[config.mk]
export PLATFORM = sky130hd
export DESIGN_NAME = mda_vram_arbiter
export DESIGN_NICKNAME = d
export VERILOG_FILES = /design/src/rtl/mda_vram_arbiter.sv
export SDC_FILE = /design/constraint.sdc
export NUM_CORES = 1
export LEC_CHECK = 0
export BUFFER_PORTS_ARGS = -buffer_cell sky130_fd_sc_hd__buf_4
export CORE_MARGIN = 2
export CORE_UTILIZATION = 60
export CTS_CLUSTER_DIAMETER = 50
export DETAILED_ROUTE_END_ITERATION = 7
export HOLD_SLACK_MARGIN = 0.08
export PLACE_DENSITY = 0.84
export SLEW_MARGIN = 0
export SYNTH_ARGS = -nofsm -noshare
export SYNTH_HDL_FRONTEND = slang
export SYNTH_SLANG_ARGS = --single-unit
[constraint.sdc]
create_clock -name clock -period 5.2 [get_ports clock]
set_input_delay 0.78 -clock clock [delete_from_list [all_inputs] [get_ports clock]]
set_output_delay 0.78 -clock clock [all_outputs]
set_load 0.05 [all_outputs]
[src/rtl/mda_vram_arbiter.sv]
// mda_vram_arbiter: shares the MDA cell RAM between fixed-latency video fetch and a FIFO'd host write port.
// Define MDA_VRAM_CLEAR_EN to sweep 16'h0720 into every cell after reset before host writes drain.
module mda_vram_arbiter #(
   parameter int ADDR_W     = 11,
   parameter int DATA_W     = 16,
   parameter int CELLS      = 2000,
   parameter int FIFO_DEPTH = 4
) (
   input  logic              clock,
   input  logic              reset,
   input  logic              vid_req,
   input  logic [ADDR_W-1:0] vid_addr,
   output logic              vid_rvalid,
   output logic [DATA_W-1:0] vid_rdata,
   input  logic              host_valid,
   input  logic [ADDR_W-1:0] host_addr,
   input  logic [DATA_W-1:0] host_data,
   output logic              host_ready,
   output logic              ram_en,
   output logic              ram_we,
   output logic [ADDR_W-1:0] ram_addr,
   output logic [DATA_W-1:0] ram_wdata,
   input  logic [DATA_W-1:0] ram_rdata,
   output logic              drop_err,
   output logic              clear_busy
);
   localparam int PW = $clog2(FIFO_DEPTH);
   localparam logic [PW:0] FULL = (PW+1)'(FIFO_DEPTH);
   localparam logic [ADDR_W:0] LIM = (ADDR_W+1)'(CELLS);
   localparam logic [ADDR_W-1:0] LAST = ADDR_W'(CELLS-1);
   localparam logic [DATA_W-1:0] CLR_WORD = DATA_W'(16'h0720);
   typedef enum logic [1:0] {S_RESET, S_CLEAR, S_RUN} state_t;
   state_t state, state_nx;
   logic [ADDR_W-1:0] fifo_addr [FIFO_DEPTH];
   logic [DATA_W-1:0] fifo_data [FIFO_DEPTH];
   logic [PW-1:0] wr_ptr, rd_ptr;
   logic [PW:0] count, count_nx;
   logic [ADDR_W-1:0] head_addr, clr_addr;
   logic [DATA_W-1:0] head_data;
   logic push, g_clr, g_fifo, vid_in, head_in, wr_hit;
   logic v1, v2, r1, r2;
   assign head_addr = fifo_addr[rd_ptr];
   assign head_data = fifo_data[rd_ptr];
   assign vid_in = {1'b0, vid_addr} < LIM;
   assign head_in = {1'b0, head_addr} < LIM;
`ifdef MDA_VRAM_CLEAR_EN
   assign clear_busy = state == S_CLEAR;
   assign g_clr = !vid_req && clear_busy;
   assign state_nx = state == S_RESET ? S_CLEAR : (g_clr && clr_addr == LAST) ? S_RUN : state;
   always_ff @(posedge clock or posedge reset)
      if (reset)
         clr_addr <= '0;
      else if (g_clr)
         clr_addr <= clr_addr + 1'b1;
`else
   assign clear_busy = 1'b0;
   assign g_clr = 1'b0;
   assign clr_addr = '0;
   assign state_nx = state == S_RESET ? S_RUN : state;
`endif
   // Video wins every edge it asks for; the FIFO only drains once the sweep is done.
   always_comb begin
      push = host_valid && host_ready;
      g_fifo = !vid_req && state == S_RUN && count != '0;
      wr_hit = g_clr || (g_fifo && head_in);
      count_nx = count + (PW+1)'(push) - (PW+1)'(g_fifo);
   end
   always_ff @(posedge clock)
      if (push) begin
         fifo_addr[wr_ptr] <= host_addr;
         fifo_data[wr_ptr] <= host_data;
      end
   always_ff @(posedge clock or posedge reset)
      if (reset) begin
         state      <= S_RESET;
         wr_ptr     <= '0;
         rd_ptr     <= '0;
         count      <= '0;
         host_ready <= 1'b0;
         drop_err   <= 1'b0;
         ram_en     <= 1'b0;
         ram_we     <= 1'b0;
         ram_addr   <= '0;
         ram_wdata  <= '0;
         v1         <= 1'b0;
         v2         <= 1'b0;
         r1         <= 1'b0;
         r2         <= 1'b0;
         vid_rvalid <= 1'b0;
         vid_rdata  <= '0;
      end else begin
         state      <= state_nx;
         count      <= count_nx;
         host_ready <= count_nx != FULL;
         wr_ptr     <= push ? wr_ptr + 1'b1 : wr_ptr;
         rd_ptr     <= g_fifo ? rd_ptr + 1'b1 : rd_ptr;
         drop_err   <= drop_err || (g_fifo && !head_in);
         ram_en     <= vid_req ? vid_in : wr_hit;
         ram_we     <= wr_hit;
         ram_addr   <= vid_req ? vid_addr : g_clr ? clr_addr : g_fifo ? head_addr : ram_addr;
         ram_wdata  <= vid_req ? ram_wdata : g_clr ? CLR_WORD : g_fifo ? head_data : ram_wdata;
         v1         <= vid_req;
         r1         <= vid_in;
         v2         <= v1;
         r2         <= r1;
         vid_rvalid <= v2;
         vid_rdata  <= v2 ? (r2 ? ram_rdata : '0) : vid_rdata;
      end
endmodule

==> results of run 1 <==
[path summary, 6_finish.rpt]
path	from	end	slack, ns	depth (start not counted)
max in group asynchronous	reset	rd_ptr[0]$_DFFE_PP0P_	4.12	3
min reg2reg	r1$_DFF_PP0_	r2$_DFF_PP0_	0.35	0
max	rd_ptr[0]$_DFFE_PP0P_	drop_err$_DFF_PP0_	2.91	4
min in group asynchronous	reset	count[2]$_DFF_PP0_	0.50	3
min	r1$_DFF_PP0_	r2$_DFF_PP0_	0.35	0
max reg2reg	rd_ptr[0]$_DFFE_PP0P_	drop_err$_DFF_PP0_	2.91	4
[per-layer routing]
metal  GRT usage  up-vias  wire length, µm
met1       0.276     1712             4790
met2       0.372      114             5950
li1            -     1529                -
met3      0.0675       10              741
met5           0        -                0
met4      0.0751        0              119
[registers in the layout (all words and copies together) (netlist names), 2 cells and up]
signal / cells
count: 3
fifo_addr: 44
wr_ptr: 2
ram_wdata: 16
fifo_data: 64
rd_ptr: 2
ram_addr: 11
vid_rdata: 16
[cells in the mapped netlist]
library cell and number:
a21o_1 1, a221o_1 4, and2_1 5, and3_1 5
buf_2 3, buf_4 3, buf_6 3, clkbuf_1 6
conb_1 2, dfrtp_1 60, edfxtp_1 108, fa_1 1
ha_1 6, inv_1 23, mux2_2 17, mux2i_1 7
mux4_1 6, mux4_2 21, nand2_1 28, nand3_1 1
nor2_1 3, nor3_1 1, nor3b_2 1, o2111ai_1 1
o211ai_1 1, o21ai_0 24, xnor2_1 4, xor2_1 1
[worst max-delay path: cells and delay by family (launching register included)]
kind | cells | cell delay [ns]
flip-flops | 1 | 0.99
AND/OR/NAND/NOR | 1 | 0.08
multiplexers | 1 | 0.67
AO/OA/AOI/OAI | 2 | 0.43
[kinds of logic after synthesis]
group,Yosys count,share of synthesized area
mux,51,0.141
other cells,2,0.00118
buf+inv,38,0.0284
xor+xnor,5,0.00690
fa+ha+maj,7,0.0150
simple gates,44,0.0317
compound gates,31,0.0290
flops,168,0.747
[through the flow]
step | hold WS [ns] | instances
after global routing | 0.358 | 611
after global placement | 0.334 | 579
after CTS | 0.350 | 611
final | 0.348 | 611
after floorplan | 0.331 | 346
after detailed placement | 0.336 | 579
[cell type report]
| cell class | instances | share of cell area |
|---|---|---|
| inverters | 23 | 0.0110 |
| flip-flops and latches | 168 | 0.605 |
| clock inverters | 14 | 0.0179 |
| well taps | 136 | 0.0217 |
| multi-input cells | 140 | 0.182 |
| repair buffers | 112 | 0.107 |
| clock buffers | 18 | 0.0546 |
[power breakdown]
part | leakage, nW | switching, W | internal, W
clock network | 0.268 | 0.000514 | 0.000659
logic | 1.18 | 0.000735 | 0.000531
registers | 1.70 | 0.000205 | 0.00174
total | 3.14 | 0.00145 | 0.00293
==> impl_metrics.tcl, run 1 <==
set metrics [dict create \
    status "finished clean" \
    critPathArrivalTime_ns 2.69 \
    dpl_cell_area_um2 7270 \
    cp-end-kind "register" \
    fp.dieH_um 107 \
    ys_seq_area_frac 0.747 \
    synth.yosys.warnings 0 \
    totalWireLength_um 11600 \
    cts_setup_buffers 0 \
    finalHoldViolCount 0 \
    multi_input_area_um2 1430 \
    finalCriticalPeriod_ns 2.29 \
    path_cells "mux4_1, o211ai_1, nor2_1, a21o_1" \
    p_per_area_nw_per_um2 559 \
    clkSinkCount 168 \
    worstSetupStartpointType "register" \
    clock_skew_ns 0.00697 \
    p_leak_nw 3.14 \
    layout_commonest_cell "buf_4" \
    area_delta_synth_final_pct 23.5 \
    die_w_um 107 \
    required_ns 5.60 \
    routabilityCongestion 0.734 \
    cts_tree "done" \
    fmax_mhz 437 \
    hp-class "reg -> reg" \
    yosys-top-cells-area "edfxtp_1, dfrtp_1, mux4_2" \
    cts_buffers 17 \
    wl_per_cell_um 19.0 \
    htree_levels 4 \
    firstDrtPassIters 4 \
    worst_slack_ns 2.91 \
    dieArea_um2 11400 \
    fin_area_um2 7840 \
    synth_nets 411 \
    start_util 0.618 \
    max-vdd-ir-drop_mv 0.334 \
    io_pins 107 \
    drt_iter0_drc 173 \
    ys_ff_latch 168 \
    grt_overflow 0 \
    grt_pass1_wl_um 18200 \
    ant_nets 0 \
    post-route-util 0.763 \
    diodes 0 \
    ctsHoldBuffers 0 \
    grt.total_usage 0.221 \
    clk_path_buf_depth 2 \
    clock_latency_ns 0.51 \
    synthCells 346 \
    drv_slew 0 \
    syn_area_per_cell_um2 18.3 \
    drive_above_1_share 0.389 \
    core-area_um2 10300 \
    io_buffers 105 \
    post-route-drc-count 0 \
    antenna_found_initial 0 \
    core.rowCount 37 \
    critPathKind "reg -> reg" \
    tightest_slew_ns 0.954 \
    root_buffer "clkbuf_8" \
    via_per_inst 5.51 \
    vias 3365 \
    grt_max_degree 61 \
    cpMaxStageDelayCell "dfrtp_2" \
    crit_fanout 29 \
    rsz0062_at_grt "false" \
    max-slew-margin-rel 0.364 \
    ys_types 28 \
    maxCapViolCount 0 \
    hpwl_um 7060 \
    setup_violations 0 \
    grt_pass1_vias 3516 \
    synth_area_um2 6350 \
    final_nets 527 \
    clkTransAtPathRegs_ns 0.06 \
    cts_resized 0 \
    tns_ns 0 \
    dp_slack_ns 2.69 \
    max_stage_delay_ns 0.99 \
    synth_top_cell_area_share 0.511 \
    mostFrequentLayoutCells "buf_4, edfxtp_1, dfrtp_1" \
    seq_area_um2 4750 \
    nFillCells 588 \
    p_total_w 0.00438 \
    yosys.area.top_type "edfxtp_1" \
    fin_crit_sh 0.440 \
]
(Power assumes the default switching activity.)
==> run 2: changes to the inputs <==
Settings changed: ABC_AREA from default to 1, CORE_UTILIZATION 60 to 50, PLACE_DENSITY 0.84 to 0.75.
Clock period 5.2 ns to 2 ns, I/O delays scaled along.
==> impl_metrics.tcl, run 2 <==
set metrics [dict create \
    die_w_um 119 \
    grt_pass1_wl_um 21600 \
    grt_max_degree 41 \
    finalCriticalPeriod_ns 2.01 \
    yosys-top-cells-area "edfxtp_1, dfrtp_1, nor2_1" \
    fin_crit_sh 1.00 \
    yosys.area.top_type "edfxtp_1" \
    synth_edf_count 108 \
    cpMaxStageDelayCell "dfrtp_1" \
    start_util 0.517 \
    yosysMostFrequentCell "edfxtp_1" \
    final_nets 771 \
    critPathArrivalTime_ns 2.32 \
    synthCells 557 \
    timing.critical_path.buf_inv 3 \
    worstSetupStartpointType "register" \
    diodes 0 \
    htree_levels 4 \
    fp.dieH_um 119 \
    io_pins 107 \
    maxCapViolCount 0 \
    synth_nets 622 \
    busiest_layer "met2" \
    synth_top_family_by_area "simple AND/OR/NAND/NOR gates" \
    largest_reg_flops 64 \
    dieArea_um2 14100 \
    clkSinkCount 168 \
    clkPwrFrac 0.278 \
    synth_area_um2 6580 \
    switching_share 0.356 \
    synth.yosys.warnings 0 \
    vias 4527 \
    dp_slack_ns -0.0860 \
    root_buffer "clkbuf_16" \
    antenna_found_initial 0 \
    met2_usage 0.321 \
    mostFrequentLayoutCells "buf_4, edfxtp_1, nor2_1" \
    core.rowCount 41 \
    hpwl_um 8160 \
    layout_commonest_cell "buf_4" \
    io_buffers 105 \
    clk_path_buf_depth 2 \
    max_stage_delay_ns 0.38 \
    synth_top_cell_area_share 0.493 \
    cts_buffers 17 \
    drv_slew 0 \
    async_flop_share 0.357 \
    seqPwrFrac 0.379 \
    required_ns 2.31 \
    synth_compound_area_frac 0.0787 \
    core-area_um2 12700 \
    grt_overflow 0 \
    clock_latency_ns 0.42 \
    finalHoldViolCount 0 \
    ys_ff_latch 168 \
    synthTopCellsByCount "edfxtp_1, nor2_1, nand2_1, dfrtp_1, inv_1" \
    post-route-drc-count 0 \
    p_per_area_nw_per_um2 1470 \
    multi_input_area_um2 1530 \
    area_delta_synth_final_pct 31.1 \
    largest_register "fifo_data" \
    grt.total_usage 0.198 \
    cp-end-kind "register" \
    totalWireLength_um 13400 \
    ys_seq_area_frac 0.721 \
    gr-usage-met1 0.252 \
    status "complete, but fails checks" \
    setup_violations 1 \
    rsz0062_at_grt "true" \
    syn_area_per_cell_um2 11.8 \
    worst_slack_ns -0.00736 \
    internal-power_w 0.00819 \
    critPathKind "reg -> reg" \
    max-vdd-ir-drop_mv 0.916 \
    comb_power_share 0.343 \
    drive_above_1_share 0.252 \
    drt_iter0_drc 312 \
    path_cells "nor2_1, nand2_1, nand3_2, inv_2, ha_4, inv_2, ha_4, fa_2, xnor2_2, xor2_1, buf_4" \
    post_synth_xor_area_fraction 0.00532 \
    yosys.area_share.adder 0.0144 \
    crit_fanout 2 \
    seq_area_um2 4750 \
    met3_usage 0.0521 \
    stdcell_count 891 \
    routabilityCongestion 0.780 \
    clkTransAtPathRegs_ns 0.06 \
    nFillCells 917 \
    yosys-mux-area-fraction 0 \
    wl_per_cell_um 15.0 \
    fmax_mhz 498 \
    placed_cells_incl_taps 827 \
    grt_pass1_vias 4419 \
    p_sw_w 0.00452 \
    reg_top3 "fifo_data x64, fifo_addr x44" \
    violations "negative setup slack" \
    firstDrtPassIters 5 \
    clock_skew_ns 0.00811 \
    p_leak_nw 3.58 \
    hp-class "in -> reg" \
    ys_types 28 \
    reg2reg_slack_ns -0.007 \
    via_per_inst 5.08 \
    crit_family "adder cells" \
    synthFlopType "edfxtp_1" \
    cts_tree "done" \
    ant_nets 0 \
    synth-simple-area-share 0.126 \
]
## run 2: changes by cell type after synthesis, sizes merged, moves of 7 or more
cell and delta:
o21ai +46, mux2 -17, mux2i -7, nand3 +30
nand2 +43, mux4 -27, nor2 +102, buf +11
inv +22, a31oi +16
## run 2: final timing paths
kind | from | end | cells after the start
worst max-delay path | count[1]$_DFF_PP0_ | count[2]$_DFF_PP0_ | 11
worst min-delay path | vid_addr[7] | ram_addr[7]$_DFFE_PP0P_ | 3
worst max register to register | count[1]$_DFF_PP0_ | count[2]$_DFF_PP0_ | 11
worst min register to register | v1$_DFF_PP0_ | v2$_DFF_PP0_ | 0
max in group asynchronous | reset | rd_ptr[0]$_DFFE_PP0P_ | 4
min in group asynchronous | reset | ram_wdata[5]$_DFFE_PP0P_ | 3
## run 2: cell type report
class                           count  share of cell area
Sequential cell                   168               0.550
Clock buffer                       18              0.0497
Tap cell                          172              0.0249
Clock inverter                     14              0.0255
Inverter                           45              0.0196
Multi-Input combinational cell    316               0.177
Timing Repair Buffer              158               0.153
## run 2: cell families (layout without fill, tap and decap cells)
group | Yosys count | count (layout)
other | 2 | 2
AO/OA/AOI/OAI | 96 | 96
buffers and inverters | 73 | 235
flip-flops | 168 | 168
AND/OR/NAND/NOR | 207 | 207
XOR/XNOR | 4 | 4
adder cells (fa/ha/maj) | 7 | 7
## run 2: power groups by stage
stage / Sequential [W] / Combinational [W] / Clock, W
after floorplan: 0.00578 / 0.00208 / 0
after global placement: 0.00486 / 0.00412 / 0
after detailed placement: 0.00488 / 0.00424 / 0
after global routing: 0.00489 / 0.00475 / 0.00371
final: 0.00482 / 0.00436 / 0.00353
after CTS: 0.00482 / 0.00434 / 0.00359
## run 2: what timing repair did
item,in CTS,in global routing
hold endpoints to repair,168,0
buffers inserted,2,2
gates resized for setup,1,0
setup endpoints to repair,1,2
pin swaps,6,1
hold buffers,28,0
## run 2: metal layers
layer  vias up  wire length, µm
li1       2180                -
met3        22             1080
met5         -                0
met2       191             6500
met1      2134             5590
met4         0              233
## run 2: tightest hold or removal path, cell delays in order
cell and delay (ns):
buf_4 0.08, nand2_1 0.05, nand3_1 0.07
## run 2: metrics by stage
stage / power, W / setup TNS (ns) / hold WS [ns] / area [µm²] / utilization
3_5_place_dp: 0.00912 / -0.0860 / 0.181 / 7660 / 0.602
3_3_place_gp: 0.00897 / 0 / 0.181 / 7660 / 0.602
4_1_cts: 0.0127 / -0.0241 / 0.0962 / 8620 / 0.677
6_report: 0.0127 / -0.00736 / 0.116 / 8630 / 0.678
5_1_grt: 0.0134 / -0.218 / 0.116 / 8630 / 0.678
2_1_floorplan: 0.00786 / -0.382 / 0.331 / 6630 / -
==> run 3: changes to the inputs <==
Settings changed: ABC_AREA 1 to default.
==> impl_metrics.tcl, run 3 (synthesis gave the netlist of run 1 again) <==
set metrics [dict create \
    status "finished clean" \
    worst_slack_ns 0.0246 \
    drive_above_1_share 0.386 \
    via_per_inst 5.07 \
    grt_overflow 0 \
    grt_pass1_vias 3807 \
    routabilityCongestion 0.802 \
    core.rowCount 41 \
    hp-class "in -> reg" \
    vias 3552 \
    clk_path_buf_depth 2 \
    largest_register "fifo_data" \
    fmax_mhz 506 \
    totalWireLength_um 12100 \
    nFillCells 828 \
    grt_max_degree 33 \
    clkTransAtPathRegs_ns 0.06 \
    critPathKind "reg -> reg" \
    antenna_found_initial 0 \
    core-area_um2 12500 \
    io_buffers 105 \
    setup_violations 0 \
    required_ns 2.31 \
    htree_levels 4 \
    grt.total_usage 0.196 \
    dpl_cell_area_um2 7510 \
    dieArea_um2 13600 \
    p_per_area_nw_per_um2 1370 \
    dp_slack_ns -0.0975 \
    crit_family "adder cells" \
    die_w_um 117 \
    post-route-drc-count 0 \
    finalHoldViolCount 0 \
    stdcell_count 700 \
    layout_commonest_cell "buf_4" \
    start_util 0.507 \
    io_pins 107 \
    max-vdd-ir-drop_mv 0.909 \
    largest_reg_flops 64 \
    final_nets 580 \
    timing.critical_path.buf_inv 1 \
    clock_latency_ns 0.42 \
    area_delta_synth_final_pct 33.7 \
    diodes 0 \
    fp.dieH_um 117 \
    critPathArrivalTime_ns 2.28 \
    finalCriticalPeriod_ns 1.98 \
    clkSinkCount 168 \
    p_leak_nw 3.39 \
    max-slew-margin-rel 0.633 \
    reg_top3 "fifo_data x64, fifo_addr x44" \
    max_stage_delay_ns 0.38 \
    seq_area_um2 4750 \
    cpMaxStageDelayCell "dfrtp_1" \
    tightest_slew_ns 0.551 \
    worstSetupStartpointType "register" \
    cp-end-kind "register" \
    firstDrtPassIters 4 \
    path_cells "nor3_2, nor3b_4, ha_4, inv_2, ha_4, fa_2, xnor2_2, xnor2_2, nand2_1" \
    cts_tree "done" \
    maxCapViolCount 0 \
    wl_per_cell_um 17.3 \
    clock_skew_ns 0.00906 \
    placed_cells_incl_taps 625 \
    mostFrequentLayoutCells "buf_4, edfxtp_1, dfrtp_1" \
    ant_nets 0 \
    fin_area_um2 8490 \
    grt_pass1_wl_um 19200 \
    fin_crit_sh 0.988 \
    multi_input_area_um2 1480 \
    rsz0062_at_grt "true" \
    tns_ns 0 \
    root_buffer "clkbuf_16" \
    holdWs_ns 0.102 \
    drt_iter0_drc 181 \
    hpwl_um 7710 \
    drv_slew 0 \
    crit_fanout 2 \
    cts_buffers 17 \
]
[run 3: area by class of cell]
cell class                      instances  share of cell area
Multi-Input combinational cell        140               0.174
Clock buffer                           18              0.0518
Clock inverter                         14              0.0119
Inverter                               23              0.0102
Sequential cell                       168               0.559
Timing Repair Buffer                  165               0.167
Tap cell                              172              0.0254
[run 3: worst register-to-register path, stage by stage (launching register included)]
cell and delay [ns]:
dfrtp_1 0.38, nor3_2 0.24, nor3b_4 0.08, ha_4 0.26
inv_2 0.03, ha_4 0.14, fa_2 0.34, xnor2_2 0.17
xnor2_2 0.14, nand2_1 0.06
[run 3: worst paths after layout]
check,from,end,slack [ns],cells past startpoint
max in group asynchronous,reset,ram_addr[5]$_DFFE_PP0P_,0.87,5
min reg2reg,r1$_DFF_PP0_,r2$_DFF_PP0_,0.36,0
max reg2reg,count[1]$_DFF_PP0_,host_ready$_DFF_PP0_,0.02,9
min in group asynchronous,reset,count[2]$_DFF_PP0_,0.46,3
min,ram_rdata[10],vid_rdata[10]$_DFFE_PP0P_,0.10,3
max,count[1]$_DFF_PP0_,host_ready$_DFF_PP0_,0.02,9
[run 3: per-layer routing]
metal / GRT usage / up-vias / routed length, µm
met5: 0 / - / 0
met4: 0.0635 / 0 / 101
met3: 0.0664 / 10 / 768
met2: 0.339 / 116 / 6190
met1: 0.232 / 1786 / 5040
li1: - / 1640 / -
[run 3: through the flow]
stage,total power [W],util
floorplan,0.00747,-
global placement,0.00856,0.600
detailed placement,0.00868,0.600
CTS,0.0117,0.677
global route,0.0122,0.678
finish,0.0116,0.678
[run 3: timing repair]
item,in CTS,in global routing
gates cloned,0,0
pin swaps,6,0
buffers inserted,1,0
hold endpoints to repair,139,0
setup endpoints to repair,2,2
hold buffers,42,0
gates resized for setup,0,1
[run 3: where the power goes]
| part | switching (W) | total [W] | internal (W) |
|---|---|---|---|
| Combinational | 0.00211 | 0.00376 | 0.00165 |
| Clock | 0.00131 | 0.00292 | 0.00162 |
| Sequential | 0.000394 | 0.00491 | 0.00451 |
| Total | 0.00381 | 0.0116 | 0.00778 |
